**src/rtl/seq_mult_pkg.sv**
```systemverilog
// Shared types for the seq_mult shift-add multiplier: FSM state encoding,
// datapath operation select and a constant clog2 helper for counter sizing.
package seq_mult_pkg;

    typedef enum logic [1:0] {
        IDLE = 2'd0,
        RUN  = 2'd1,
        FIX  = 2'd2,
        DONE = 2'd3
    } seq_mult_state_t;

    typedef enum logic [2:0] {
        OpHold  = 3'd0,
        OpLoad  = 3'd1,
        OpIter  = 3'd2,
        OpShift = 3'd3,
        OpFix   = 3'd4
    } seq_mult_op_t;

    function automatic int unsigned clog2(input int unsigned value);
        int unsigned result;
        int unsigned v;
        result = 0;
        v = (value > 0) ? value - 1 : 0;
        while (v > 0) begin
            result = result + 1;
            v = v >> 1;
        end
        return result;
    endfunction

endpackage

```
**src/rtl/seq_mult_dp.sv**
```systemverilog
// Datapath for seq_mult: operand magnitudes, shift-add accumulator, sign fix-up.
// SEQ_MULT_EARLY_EXIT_EN adds the remaining-bits zero detect and the bulk shifter.
module seq_mult_dp
    import seq_mult_pkg::*;
#(
    parameter int unsigned WIDTH = 32
) (
    input  logic               clock,
    input  logic               reset,
    input  seq_mult_op_t       op,
    input  logic               is_signed,
    input  logic [WIDTH-1:0]   multiplicand,
    input  logic [WIDTH-1:0]   multiplier,
    output logic               last,
    output logic               rest_zero,
    output logic [2*WIDTH-1:0] p
);

    localparam int unsigned CW = clog2(WIDTH + 1);

    logic [WIDTH-1:0]   mcand_q, mcand_d;
    logic [2*WIDTH-1:0] p_q, p_d;
    logic [CW-1:0]      cnt_q, cnt_d;
    logic               sign_q, sign_d;

    logic [WIDTH-1:0]   mcand_mag, mplier_mag;
    logic [WIDTH:0]     sum;

    // The most negative value negates to itself, which is its correct unsigned magnitude.
    assign mcand_mag  = (is_signed && multiplicand[WIDTH-1]) ? ~multiplicand + 1'b1
                                                             : multiplicand;
    assign mplier_mag = (is_signed && multiplier[WIDTH-1]) ? ~multiplier + 1'b1 : multiplier;

    assign sum  = {1'b0, p_q[2*WIDTH-1:WIDTH]} + (p_q[0] ? {1'b0, mcand_q} : '0);
    assign last = (cnt_q == CW'(WIDTH - 1));

`ifdef SEQ_MULT_EARLY_EXIT_EN
    logic [WIDTH-1:0]   rest_mask;
    logic [2*WIDTH-1:0] shifted;

    // Bits [WIDTH-1-cnt:0] still hold the unconsumed multiplier bits.
    assign rest_mask = {WIDTH{1'b1}} >> cnt_q;
    assign rest_zero = ((p_q[WIDTH-1:0] & rest_mask) == '0);
    assign shifted   = p_q >> (CW'(WIDTH) - cnt_q);
`else
    assign rest_zero = 1'b0;
`endif

    always_comb begin
        mcand_d = mcand_q;
        p_d     = p_q;
        cnt_d   = cnt_q;
        sign_d  = sign_q;
        case (op)
            OpLoad: begin
                mcand_d = mcand_mag;
                p_d     = {{WIDTH{1'b0}}, mplier_mag};
                cnt_d   = '0;
                sign_d  = is_signed & (multiplicand[WIDTH-1] ^ multiplier[WIDTH-1]);
            end
            OpIter: begin
                p_d   = {sum, p_q[WIDTH-1:1]};
                cnt_d = cnt_q + 1'b1;
            end
`ifdef SEQ_MULT_EARLY_EXIT_EN
            OpShift: begin
                p_d = shifted;
            end
`endif
            OpFix: begin
                if (sign_q) begin
                    p_d = ~p_q + 1'b1;
                end
            end
            default: begin
            end
        endcase
    end

    always_ff @(posedge clock) begin
        if (reset) begin
            mcand_q <= '0;
            p_q     <= '0;
            cnt_q   <= '0;
            sign_q  <= 1'b0;
        end else begin
            mcand_q <= mcand_d;
            p_q     <= p_d;
            cnt_q   <= cnt_d;
            sign_q  <= sign_d;
        end
    end

    assign p = p_q;

endmodule

```
**src/rtl/seq_mult.sv**
```systemverilog
// Sequential shift-add multiplier top: start/busy/done FSM driving seq_mult_dp.
// Define SEQ_MULT_EARLY_EXIT_EN to stop iterating once the remaining multiplier bits are zero.
module seq_mult
    import seq_mult_pkg::*;
#(
    parameter int unsigned WIDTH = 32
) (
    input  logic               clock,
    input  logic               reset,
    input  logic               start,
    input  logic               is_signed,
    input  logic [WIDTH-1:0]   multiplicand,
    input  logic [WIDTH-1:0]   multiplier,
    output logic               busy,
    output logic               done,
    output logic [2*WIDTH-1:0] product,
    output logic [1:0]         state
);

    seq_mult_state_t state_q, state_d;
    seq_mult_op_t    op;
    logic            last;
    logic            rest_zero;

    always_ff @(posedge clock) begin
        if (reset) begin
            state_q <= IDLE;
        end else begin
            state_q <= state_d;
        end
    end

    always_comb begin
        state_d = state_q;
        unique case (state_q)
            IDLE: if (start) state_d = RUN;
            RUN:  if (last || rest_zero) state_d = FIX;
            FIX:  state_d = DONE;
            DONE: state_d = IDLE;
        endcase
    end

    always_comb begin
        busy = 1'b0;
        done = 1'b0;
        op   = OpHold;
        unique case (state_q)
            IDLE: if (start) op = OpLoad;
            RUN: begin
                busy = 1'b1;
                op   = rest_zero ? OpShift : OpIter;
            end
            FIX: begin
                busy = 1'b1;
                op   = OpFix;
            end
            DONE: done = 1'b1;
        endcase
    end

    seq_mult_dp #(
        .WIDTH(WIDTH)
    ) u_dp (
        .clock        (clock),
        .reset        (reset),
        .op           (op),
        .is_signed    (is_signed),
        .multiplicand (multiplicand),
        .multiplier   (multiplier),
        .last         (last),
        .rest_zero    (rest_zero),
        .p            (product)
    );

    assign state = state_q;

endmodule
```
**config.mk**
```make
export PLATFORM = sky130hd
export DESIGN_NAME = seq_mult
export DESIGN_NICKNAME = d
export VERILOG_FILES = /design/src/rtl/seq_mult_pkg.sv /design/src/rtl/seq_mult_dp.sv /design/src/rtl/seq_mult.sv
export SDC_FILE = /design/constraint.sdc
export NUM_CORES = 1
export LEC_CHECK = 0
export ABC_AREA = 1
export CAP_MARGIN = 20
export CORE_MARGIN = 1
export CORE_UTILIZATION = 40
export DETAILED_ROUTE_END_ITERATION = 8
export PLACE_DENSITY = 0.61
export SYNTH_ARGS = -nofsm -noshare
export SYNTH_HDL_FRONTEND = slang
export SYNTH_HIERARCHICAL = 1
export SYNTH_SLANG_ARGS = --single-unit
export TNS_END_PERCENT = 1
```
**constraint.sdc**
```tcl
create_clock -name clock -period 2.1 [get_ports clock]
set_input_delay 0.21 -clock clock [delete_from_list [all_inputs] [get_ports clock]]
set_output_delay 0.21 -clock clock [all_outputs]
set_load 0.1 [all_outputs]
```
======== Word-level counts from Yosys, hierarchy flattened ========
Index checks and enable logic that the tools add are counted.
cells by class
  bitwise logic cells ..................... 5
  reductions and logical operators ........ 8
  mux-type cells .......................... 13
  $add $sub $neg .......................... 5
  eq/ne operators ......................... 10
operators with widths
  kind                   count
  $pmux 64 s3            1
  $mux 32                3
  $add 32x1->32 const B  2
  $add 64x1->64 const B  1
  $mux 64                1
  $not 32->32            2
  $not 64->64            1
  $add 32x33->33         1
  $pmux 6 s2             1
  $pmux 3 s3             1
  $pmux 2 s4             1
  $add 6x1->6 const B    1
  $eq 6x5->1 const B     1
  $eq 2x2->1 const B     2
  $mux 2                 2
  $ne 2x2->1 const B     2
  $reduce_and 2->1       2
  $eq 3x1->1 const B     1
  $eq 3x2->1 const B     1
  $eq 3x3->1 const B     1
  $mux 1                 3
  $reduce_bool 3->1      1
  $eq 2x1->1 const B     1
  $logic_and 1x1->1      2
  6 further kinds        6
word-level totals
  register bits after elaboration ......... 105

======== Longest topological paths before layout ========
  depth after elaboration ................. 5
  gate-level depth with buffers ........... 19
  mapped depth without buffers ............ 17

======== Modules after synthesis ========
Netlist, hierarchy kept.
by module, submodules not included
  module       cells an instance  area each (um^2)  instances
  seq_mult_dp  2,003              10,755.3          1
  seq_mult     29                 216.5             1

======== Least setup slack after synthesis ========
OpenSTA, ideal clock, no wires.
  path type ............................... flip-flop to flip-flop
  start ................................... register u_dp.p_q[0] (netlist: u_dp/p[0])
  end ..................................... register u_dp.p_q[49] (netlist: u_dp/p[49])
  arrival ................................. 2.871 ns
  setup slack ............................. -0.891 ns
  buffers on the path ..................... 2
  library setup time ...................... 0.120 ns
  cell stages (with the launch flop) ...... 18
  cells stage by stage .................... dfxtp_1 > buf_2 > clkbuf_1 > nand2_1 > inv_1 > ha_1 > fa_1 > nand3_1 > nand2_1 > nand2_1 > nand2_1 > nand2_1 > nand2_1 > nand2_1 > a21oi_1 > nor2_1 > nor2_1 > nor2_1
on the way
  longest elaborated chain between the ends .. 4
RTL lines
  element                 line               source
  from (decl)             seq_mult_dp.sv:22  logic [2*WIDTH-1:0] p_q, p_d;
  from (signal assigned)  seq_mult_dp.sv:88  p_q <= p_d;
  $not 64->64             seq_mult_dp.sv:72  p_d = ~p_q + 1'b1;
  $add 64x1->64           seq_mult_dp.sv:72
  $mux 64                 seq_mult_dp.sv:71  if (sign_q) begin
  $pmux 64 s3 (*)         seq_mult_dp.sv:54  case (op)
Mark *: on every way between the ends. The rest lies on a longest branch, timed or not. The select of a mux whose other input is x is not followed.
A chain may end at the register's enable or synchronous reset.

======== Final worst setup path ========
  start ................................... register u_dp.p_q[0] (netlist: u_dp/p[0])
  end ..................................... register u_dp.p_q[51] (netlist: u_dp/p[51])
The elaborated chain is that of the path after synthesis.

==> impl_metrics.env <==
export IMPL_outcome="complete, but fails checks"
export IMPL_violations_in_the_final_reports="setup timing"
export IMPL_ys_ff_latch=105
export IMPL_worst_skew_pair_later_pin_latency_ns=0.37
export IMPL_flow_area_growth_from_synthesis_pct=43.6
export IMPL_chipWidth_um=168
export IMPL_ios=136
export IMPL_critical_path_startpoint_type="flop"
export IMPL_timing_final_crit_share=1.06
export IMPL_synth_avg_cell_area_um2=5.40
export IMPL_pin_count_of_the_biggest_net_entering_global_routing=97
export IMPL_fmax_ghz=0.448
export IMPL_dp_final_hpwl_mm=37.7
export IMPL_worst_endpoint_arrival_ns=2.50
export IMPL_setup_viol=18
export IMPL_r2r_cells=15
export IMPL_buffer_ports_inserted=135
export IMPL_final_std_cell_area_no_fill_mm2=0.0158
export IMPL_hold_viol=0
export IMPL_hp_class="flop to flop"
export IMPL_layout_filler_cells=2767
export IMPL_totalWireLength_mm=48.6
export IMPL_cellLeakagePower_nw=7.65
export IMPL_floorplan_die_area_mm2=0.0281
export IMPL_finClkSkew_ns=0.0204
export IMPL_cts_clk_slew_worst_paths_ns=0.09
export IMPL_vdd_ir_drop_worst_uv=1200
export IMPL_clock_sink_count=105
export IMPL_synth_nets=2144
export IMPL_initial_utilization=0.407
export IMPL_max_slew_worst_pin_slew_ns=0.690
export IMPL_endpoint_kind_of_the_worst_setup_timing_path="flop"
export IMPL_drt_iter0_markers=1666
export IMPL_gp_congestion=0.970
export IMPL_post_synth_top_area_cell="sky130_fd_sc_hd__dfxtp_1"
export IMPL_synthesis_instances=2032
export IMPL_final_hold_worst_slack_ns=0.465
export IMPL_worstReg2RegStart="u_dp/p[0]$_SDFFE_PP0P_"
export IMPL_clock_tree_from_tritoncts="yes"
export IMPL_drive_above_1_share=0.243
export IMPL_design_final_nets=2479
export IMPL_power_per_cell_area_mw_per_mm2=1410
export IMPL_synth_edff_count=0
export IMPL_floorplan_die_height_um=168
export IMPL_postCtsHoldBufs=0
export IMPL_synth_cell_area_mm2=0.0110
export IMPL_antenna_found_initial=0
export IMPL_rsz_0062_raised_after_global_routing="true"
export IMPL_ys_seq_area_frac=0.192
export IMPL_criticalPathCategory="flop to flop"
export IMPL_overflow=0
export IMPL_row_count=60
export IMPL_placed_area_mm2=0.0143
export IMPL_timing_critical_path_from="u_dp/p[0]$_SDFFE_PP0P_"
export IMPL_crit_path_time_final_ns=2.23
export IMPL_capture_point_of_the_worst_path="u_dp/p[51]$_SDFFE_PP0P_"
export IMPL_post_synth_top_area_fraction=0.192
export IMPL_maxCapViolations=0
export IMPL_power_mw=22.2
export IMPL_n_antenna_cell=0
export IMPL_synth_ff_type="sky130_fd_sc_hd__dfxtp_1"
export IMPL_cts_htree_levels=3
export IMPL_synthArstFlopShare=0
export IMPL_drc_violations_left=0
export IMPL_synth_yosys_warnings=6
export IMPL_clock_tree_root_cell="sky130_fd_sc_hd__clkbuf_16"
export IMPL_final_max_slew_viol_count=0
export IMPL_placeableCoreArea_mm2=0.0270
export IMPL_yosysUniqueCellTypes=45
export IMPL_first_global_vias=13200
export IMPL_cts_buffers=9
export IMPL_cp_max_fo=7
export IMPL_synth_top_cells_by_area="sky130_fd_sc_hd__dfxtp_1 19%, sky130_fd_sc_hd__nand2_1 18%, sky130_fd_sc_hd__inv_1 11%, sky130_fd_sc_hd__nand3_1 9.9%, sky130_fd_sc_hd__nor2_1 8.5%"
export IMPL_vias_per_cell=5.38
export IMPL_worst_case_clock_buffer_depth=2
export IMPL_detail_route_antenna_nets=0
export IMPL_final_critical_path_setup_slack_ns=-0.131
export IMPL_groute_usage_overall=0.339
export IMPL_drt_pass1_iter_count=5
export IMPL_avgRoutedWirePerCell_um=17.9
export IMPL_slew_limit_headroom=0.535
export IMPL_route_vias_total=14600
export IMPL_worst_ep_required_time_ns=2.37
export IMPL_global_route_wire_length_before_repair_mm=73.6
export IMPL_reg2reg_to="u_dp/p[51]$_SDFFE_PP0P_"
export IMPL_regToRegSetupSlack_ns=-0.13
-- flip-flops by register name (all words and copies together), names as in the netlist --
register	flops
u_dp/mcand_q	32
u_dp/sign_q	1
state	2
u_dp/p	64
u_dp/cnt_q	6
-- repair_timing --
item,in CTS,in global routing
buffers inserted,11,1
cloned,2,0
pin swaps,13,21
endpoints found under the setup margin,75,80
resized for setup,110,133
-- through the flow --
| step | TNS (ns) | cells | utilization | worst slack, ns |
|---|---|---|---|---|
| final | -0.797 | 2713 | 0.584 | -0.131 |
| after detailed placement | -15.04 | 2684 | 0.532 | -0.424 |
| after global routing | -4.69 | 2713 | 0.584 | -0.221 |
| after CTS | -1.66 | 2713 | 0.570 | -0.108 |
| after global placement | -11.97 | 2684 | 0.532 | -0.382 |
| after floorplan | -5.57 | 2032 | - | -0.137 |
-- layout by cell type (no fill, tap or decap), types with 22 or more instances in the layout --
cell type                           n
sky130_fd_sc_hd__a21oi_1          130
sky130_fd_sc_hd__a31oi_1           25
sky130_fd_sc_hd__buf_4            292
sky130_fd_sc_hd__clkdlybuf4s50_1   67
sky130_fd_sc_hd__dfxtp_1           70
sky130_fd_sc_hd__dfxtp_2           32
sky130_fd_sc_hd__ha_4              31
sky130_fd_sc_hd__inv_1            307
sky130_fd_sc_hd__inv_2             28
sky130_fd_sc_hd__nand2_1          477
sky130_fd_sc_hd__nand2_2           36
sky130_fd_sc_hd__nand3_1          205
sky130_fd_sc_hd__nand4_1           33
sky130_fd_sc_hd__nor2_1           219
sky130_fd_sc_hd__nor2_2            23
sky130_fd_sc_hd__o21ai_0          145
sky130_fd_sc_hd__o21ai_1           22
-- layout make-up --
| class | count | area [um^2] | share of cell area |
|---|---|---|---|
| tap | 341 | 427 | 0.0271 |
| sequential | 105 | 2150 | 0.137 |
| multi-input combinational | 1529 | 8340 | 0.529 |
| clock inverter | 6 | 56.3 | 0.00357 |
| inverter | 340 | 1290 | 0.0818 |
| timing repair buffer | 382 | 3250 | 0.206 |
| clock buffer | 10 | 239 | 0.0152 |
-- kinds of logic after synthesis --
family,count (synthesis),synth area share
and+or+nand+nor,1079,0.416
xor gates and xnor gates,18,0.0144
buffers and inverters,398,0.138
DFF,105,0.192
AOI/OAI and AO/OA,387,0.189
other,1,0.000342
adders and majority gates,44,0.0509
-- per-layer routing --
layer	track usage	vias up	share of wire
met1	0.473	6613	0.45
met4	0.114	0	0.032
met2	0.517	673	0.42
met5	0	-	0
li1	-	7239	-
met3	0.0669	79	0.095
-- worst min path at each step --
stage,cells after the start,slack (ns),to,startpoint
floorplan,3,0.36,state[1]$_SDFFE_PP0P_,reset
global placement,1,0.45,u_dp/cnt_q[5]$_SDFFE_PP0P_,u_dp/cnt_q[5]$_SDFFE_PP0P_
detailed placement,1,0.45,u_dp/cnt_q[5]$_SDFFE_PP0P_,u_dp/cnt_q[5]$_SDFFE_PP0P_
CTS,1,0.47,u_dp/cnt_q[5]$_SDFFE_PP0P_,u_dp/cnt_q[5]$_SDFFE_PP0P_
global route,3,0.50,u_dp/mcand_q[20]$_SDFFE_PP0P_,multiplicand[20]
finish,1,0.47,u_dp/cnt_q[5]$_SDFFE_PP0P_,u_dp/cnt_q[5]$_SDFFE_PP0P_
-- power breakdown --
part / internal, mW / switching (mW) / total [mW]
registers: 2.82 / 0.949 / 3.77
logic: 5.63 / 11.0 / 16.6
clock network: 0.871 / 0.958 / 1.83
total: 9.32 / 12.9 / 22.2
-- cells in the mapped netlist, types with 23 or more instances --
| cell | instances |
|---|---|
| sky130_fd_sc_hd__ha_1 | 43 |
| sky130_fd_sc_hd__inv_1 | 332 |
| sky130_fd_sc_hd__nand2_1 | 519 |
| sky130_fd_sc_hd__o21ai_0 | 169 |
| sky130_fd_sc_hd__nand4_1 | 33 |
| sky130_fd_sc_hd__dfxtp_1 | 105 |
| sky130_fd_sc_hd__nor3_1 | 23 |
| sky130_fd_sc_hd__nand3_1 | 218 |
| sky130_fd_sc_hd__nor2_1 | 249 |
| sky130_fd_sc_hd__a21oi_1 | 152 |
| sky130_fd_sc_hd__a31oi_1 | 25 |
| sky130_fd_sc_hd__clkbuf_1 | 47 |
-- worst max-delay path, cell delays in order (launching register included) --
cell	delay [ns]
sky130_fd_sc_hd__dfxtp_4	0.39
sky130_fd_sc_hd__buf_12	0.15
sky130_fd_sc_hd__nand2_4	0.05
sky130_fd_sc_hd__inv_2	0.04
sky130_fd_sc_hd__ha_4	0.17
sky130_fd_sc_hd__fa_2	0.35
sky130_fd_sc_hd__nand3_2	0.09
sky130_fd_sc_hd__nand2_4	0.08
sky130_fd_sc_hd__buf_6	0.13
sky130_fd_sc_hd__nand3_4	0.06
sky130_fd_sc_hd__nand3_4	0.11
sky130_fd_sc_hd__nand2_1	0.09
sky130_fd_sc_hd__nand2_1	0.07
sky130_fd_sc_hd__or2_4	0.26
sky130_fd_sc_hd__nand3_4	0.06
sky130_fd_sc_hd__a21oi_2	0.05
(Power assumes the default switching activity.)
==> patch 1 (same flow settings) <==
`p_q` no longer has a reset.
--- a/src/rtl/seq_mult_dp.sv
+++ b/src/rtl/seq_mult_dp.sv
@@ -82,3 +82,2 @@
             mcand_q <= '0;
-            p_q     <= '0;
             cnt_q   <= '0;
@@ -87,3 +86,2 @@
             mcand_q <= mcand_d;
-            p_q     <= p_d;
             cnt_q   <= cnt_d;
@@ -91,2 +89,6 @@
         end
+    end
+
+    always_ff @(posedge clock) begin
+        p_q <= p_d;
     end
Formal check against the unedited RTL: not equivalent (Yosys sat finds a counterexample within 4 cycles, from zero or initial values and one cycle with reset high).
==> patch 1 against the original RTL <==
The run still ends with setup timing left. Power up 21%. Setup slack worse by 0.19 ns. Sequential cell count stayed put. Count of clock-buffer cells in the layout is 1 higher. Wire length decreased by 8.7%. Clock power is 7% higher. Final cell count fell by 3.8%. Global-route usage decreased by 3.2 points. First-iteration DRC count is 26% lower. Synthesized cell count fell by 6.9%. Utilization increased by 0.69 points. Non-clock buffer count rose by 14. Area after synthesis up 0.72%. Final area rose by 1.5%. Critical path type unchanged. Highest routed layer unchanged.
==> patch 1: results (changes against the original RTL) <==
Primary FF master, synth=edfxtp_1; register area share after synthesis=24.8% (+5.7 points); combined area of the multi-input logic cells=7930 µm² (-4.9%); R2R Path Start=u_dp/p[0]; WL/cell=17.0 µm (-5.1%); r2r endpoint=u_dp/p[63]; Post-synth EDFFs=64 (+64); synthesized area per cell=5.84 µm² (+8.2%); outcome=finished with violations; Non-clk invs=310 (-8.8%); failing checks=setup timing; Non-Clock Buffer Area Fraction=21.1% (+0.47 points); maximum vdd drop=0.00128 V (+6.8%); leakage power=7.91 nW (+3.4%); Max-slew headroom=64.8% (+11 points); via count=13600 (-7.2%); setup ws final=-0.322 ns (-0.191 ns); Iteration-0 DRC Markers=1226 (-26%); Clock Buffer Count=11 (+1); sequential fraction of total cell area=17.2% (+3.5 points); GRT Util Overall=30.7% (-3.2 points); share of post-route cells with drive strength above 1=25.2% (+0.85 points); Worst Hold Depth=3 (+2); Final Skew=0.0152 ns (-0.00528 ns); HPWL after DPL=35800 µm (-5.0%); multi-input gates=1441 (-5.8%); initial antenna violation count=1 (+1); crit path DAT=2.56 ns (+0.06 ns); Syn-to-layout area delta=44.6%; Non-clk bufs=396 (+3.7%); vias in the first global route=12300 (-6.8%); flip-flop and latch count=105 (unchanged); endpoints failing setup=43 (+25); Hold Crit Start=multiplicand[0]; worst hold endpoint=u_dp/mcand_q[0]; first-pass GRT wire length=66900 µm (-9.1%)
[patch 1: changes by cell type in the layout (fill, tap and decap cells not counted), sizes merged, moves of 7 or more]
cell	delta
a21oi	-79
a31oi	-23
buf	+12
dfxtp	-64
edfxtp	+64
inv	-32
nand2	+103
nand4	-8
nor2	-12
o21ai	-78
o221ai	+8
or2	-7
xnor2	+8
[patch 1: routing by layer]
metal | GRT usage [%] | routed length (µm) | share of wire (%)
met5 | 0 | 0 | 0
met2 | 46.1 | 18900 | 43
met4 | 8.02 | 811 | 1.8
met1 | 45.2 | 20700 | 47
met3 | 5.08 | 3980 | 9.0
[patch 1: metrics by stage]
| stage | area, µm² | setup WS, ns | TNS [ns] | hold slack (ns) |
|---|---|---|---|---|
| after floorplan | 11100 | -0.663 | -51.92 | 0.279 |
| after global placement | 14600 | -0.297 | -10.43 | 0.457 |
| after detailed placement | 14600 | -0.316 | -12.83 | 0.457 |
| after CTS | 15300 | -0.265 | -3.62 | 0.459 |
| after global routing | 16000 | -0.393 | -11.34 | 0.499 |
| final | 16000 | -0.322 | -6.23 | 0.469 |
[patch 1: repair_timing]
action                                 in CTS  in global routing
pin swaps                                   3                 42
gates resized for setup                    62                155
hold buffers                                0                  0
setup endpoints to repair                  43                146
cloned                                      0                  3
endpoints found under the hold margin       0                  0
setup buffers                               1                  8
[patch 1: cell families (layout without fill, tap and decap cells)]
logic type	after synthesis	after routing	share of synthesized area, %
xor+xnor	25	25	1.98
buf+inv	346	722	12.1
fa+ha+maj	44	44	5.05
other cells	1	1	0.0339
simple gates	1158	1158	45.1
flops	105	105	24.8
compound gates	213	213	11.0
[patch 1: worst max-delay path, cell delays in order, from the launching register on]
cell       delay, ns
edfxtp_1        0.38
buf_6           0.16
clkbuf_16       0.16
nand2_4         0.06
inv_2           0.04
ha_4            0.15
fa_2            0.39
nand3_2         0.11
nand3_4         0.11
nand2_4         0.09
nand2_4         0.07
nand2_4         0.07
nand2_4         0.07
nand4_1         0.13
nand2_1         0.09
nand2_1         0.06
nand2_1         0.04
[patch 1: worst max path at each step]
| stage | depth (start not counted) | slack (ns) | to | startpoint |
|---|---|---|---|---|
| detailed placement | 16 | -0.32 | u_dp/p[54] | u_dp/p[0] |
| CTS | 15 | -0.26 | u_dp/p[63] | u_dp/p[0] |
| floorplan | 16 | -0.66 | u_dp/p[55] | u_dp/p[0] |
| global placement | 13 | -0.30 | u_dp/p[57] | u_dp/p[0] |
| global route | 17 | -0.39 | u_dp/p[51] | u_dp/p[0] |
| finish | 16 | -0.32 | u_dp/p[63] | u_dp/p[0] |
[patch 1: power breakdown]
part           internal, mW  leakage, nW  total (mW)  switching (mW)
clock network         0.994        0.165        1.96           0.970
logic                  6.80         6.78        20.3            13.5
registers              3.71        0.959        4.79            1.08
total                  11.5         7.91        27.0            15.5
==> patch 2 (same settings) <==
Made on the original files. `WIDTH` is set to 32 in 2 places; all go to 48.
--- a/src/rtl/seq_mult_dp.sv
+++ b/src/rtl/seq_mult_dp.sv
@@ -5,3 +5,3 @@
 #(
-    parameter int unsigned WIDTH = 32
+    parameter int unsigned WIDTH = 48
 ) (
--- a/src/rtl/seq_mult.sv
+++ b/src/rtl/seq_mult.sv
@@ -5,3 +5,3 @@
 #(
-    parameter int unsigned WIDTH = 32
+    parameter int unsigned WIDTH = 48
 ) (
Interface: changed (resized multiplicand, multiplier and product); port bits go from 136 to 200. The function was not compared with the original's and may differ.
==> patch 2 against the original RTL <==
Area after synthesis increased by 59%. The flow still finishes with violations (setup timing). Via count is 75% higher. Setup slack worse by 0.33 ns. Wire length up 94%. First-iteration DRC count up 88%. Maximum frequency fell by 13%. Final area up 71%. Die area rose by 58%. Critical path type unchanged. Utilization rose by 4.1 points. Clock skew is 0.0056 ns lower. Sequential cell count grew 48. Power grew 57%. Critical path depth grew 2.
==> patch 2: results (changes against the original RTL) <==
outcome=finished with violations; failing checks=setup timing; first-pass GRT wire length=137000 µm (+87%); CP endpoint=u_dp/p[66]; met2 usage=59.9% (+8.1 points); share of the synthesized area in the top cell type=19.1% (-0.053 points); placed instance count=4529 (+69%); GRT Util Overall=40.9% (+7.0 points); Met1 Routed Length=40500 µm (+86%); cell count after synthesis=3271 (+61%); setup ws final=-0.459 ns (-0.328 ns); Yosys reg bits=153 (+46%); xor-xnor portion of the synthesized cell area=1.71% (+0.27 points); Crit Path Max Fanout=5 (-2); Pint=14.7 mW (+58%); multi-input logic portion of the cell area=51.3% (-1.7 points); latest clock arrival within the worst-skew pair=0.50 ns (+0.13 ns); Post-Synth Adder-Cell Area=4.35% (-0.74 points); sequential share of power=15.5% (-1.5 points); Worst Max-Slew Pin Slew=0.607 ns (-0.0833 ns); Setup TNS=-20.33 ns (-19.53 ns); HPWL after DPL=76000 µm (+100%); number of H-tree levels=4 (+1); Syn-to-layout area delta=54.4%; synth cell count leaders=888 x nand2_1, 516 x inv_1, 433 x nor2_1, 357 x nand3_1, 219 x o21ai_0; initial antenna violation count=1 (+1); Sw Pwr=20.1 mW (+56%); endpoints failing setup=85 (+67); clk pwr=3.41 mW (+86%); pin count of the biggest net entering global routing=55 (-43%); Layout fillers=4149 (+50%); nets=4158 (+68%); Iteration-0 DRC Markers=3128 (+88%); final wirelength=94200 µm (+94%); maximum vdd drop=0.00138 V (+15%)
==> patch 2: changes by cell type after synthesis, sizes merged, moves of 32 or more <==
cell and delta:
nand2 +377, dfxtp +48, nor2 +207, nand3 +141, a21oi +41, inv +194
nand4 +32, o21ai +62
==> patch 2: worst min-delay path by stage <==
| stage | start | slack, ns | end |
|---|---|---|---|
| CTS | multiplicand[35] | 0.36 | u_dp/mcand_q[35] |
| finish | multiplicand[35] | 0.39 | u_dp/mcand_q[35] |
| floorplan | multiplicand[19] | 0.35 | u_dp/mcand_q[19] |
| detailed placement | u_dp/cnt_q[5] | 0.46 | u_dp/cnt_q[5] |
| global placement | u_dp/cnt_q[5] | 0.45 | u_dp/cnt_q[5] |
| global route | multiplicand[35] | 0.38 | u_dp/mcand_q[35] |
==> patch 2: timing repair <==
action / 4_1_cts / 5_1_grt
setup endpoints to repair: 125 / 141
gates cloned: 2 / 0
pin swaps: 32 / 108
setup buffers: 7 / 26
gates resized for setup: 190 / 326
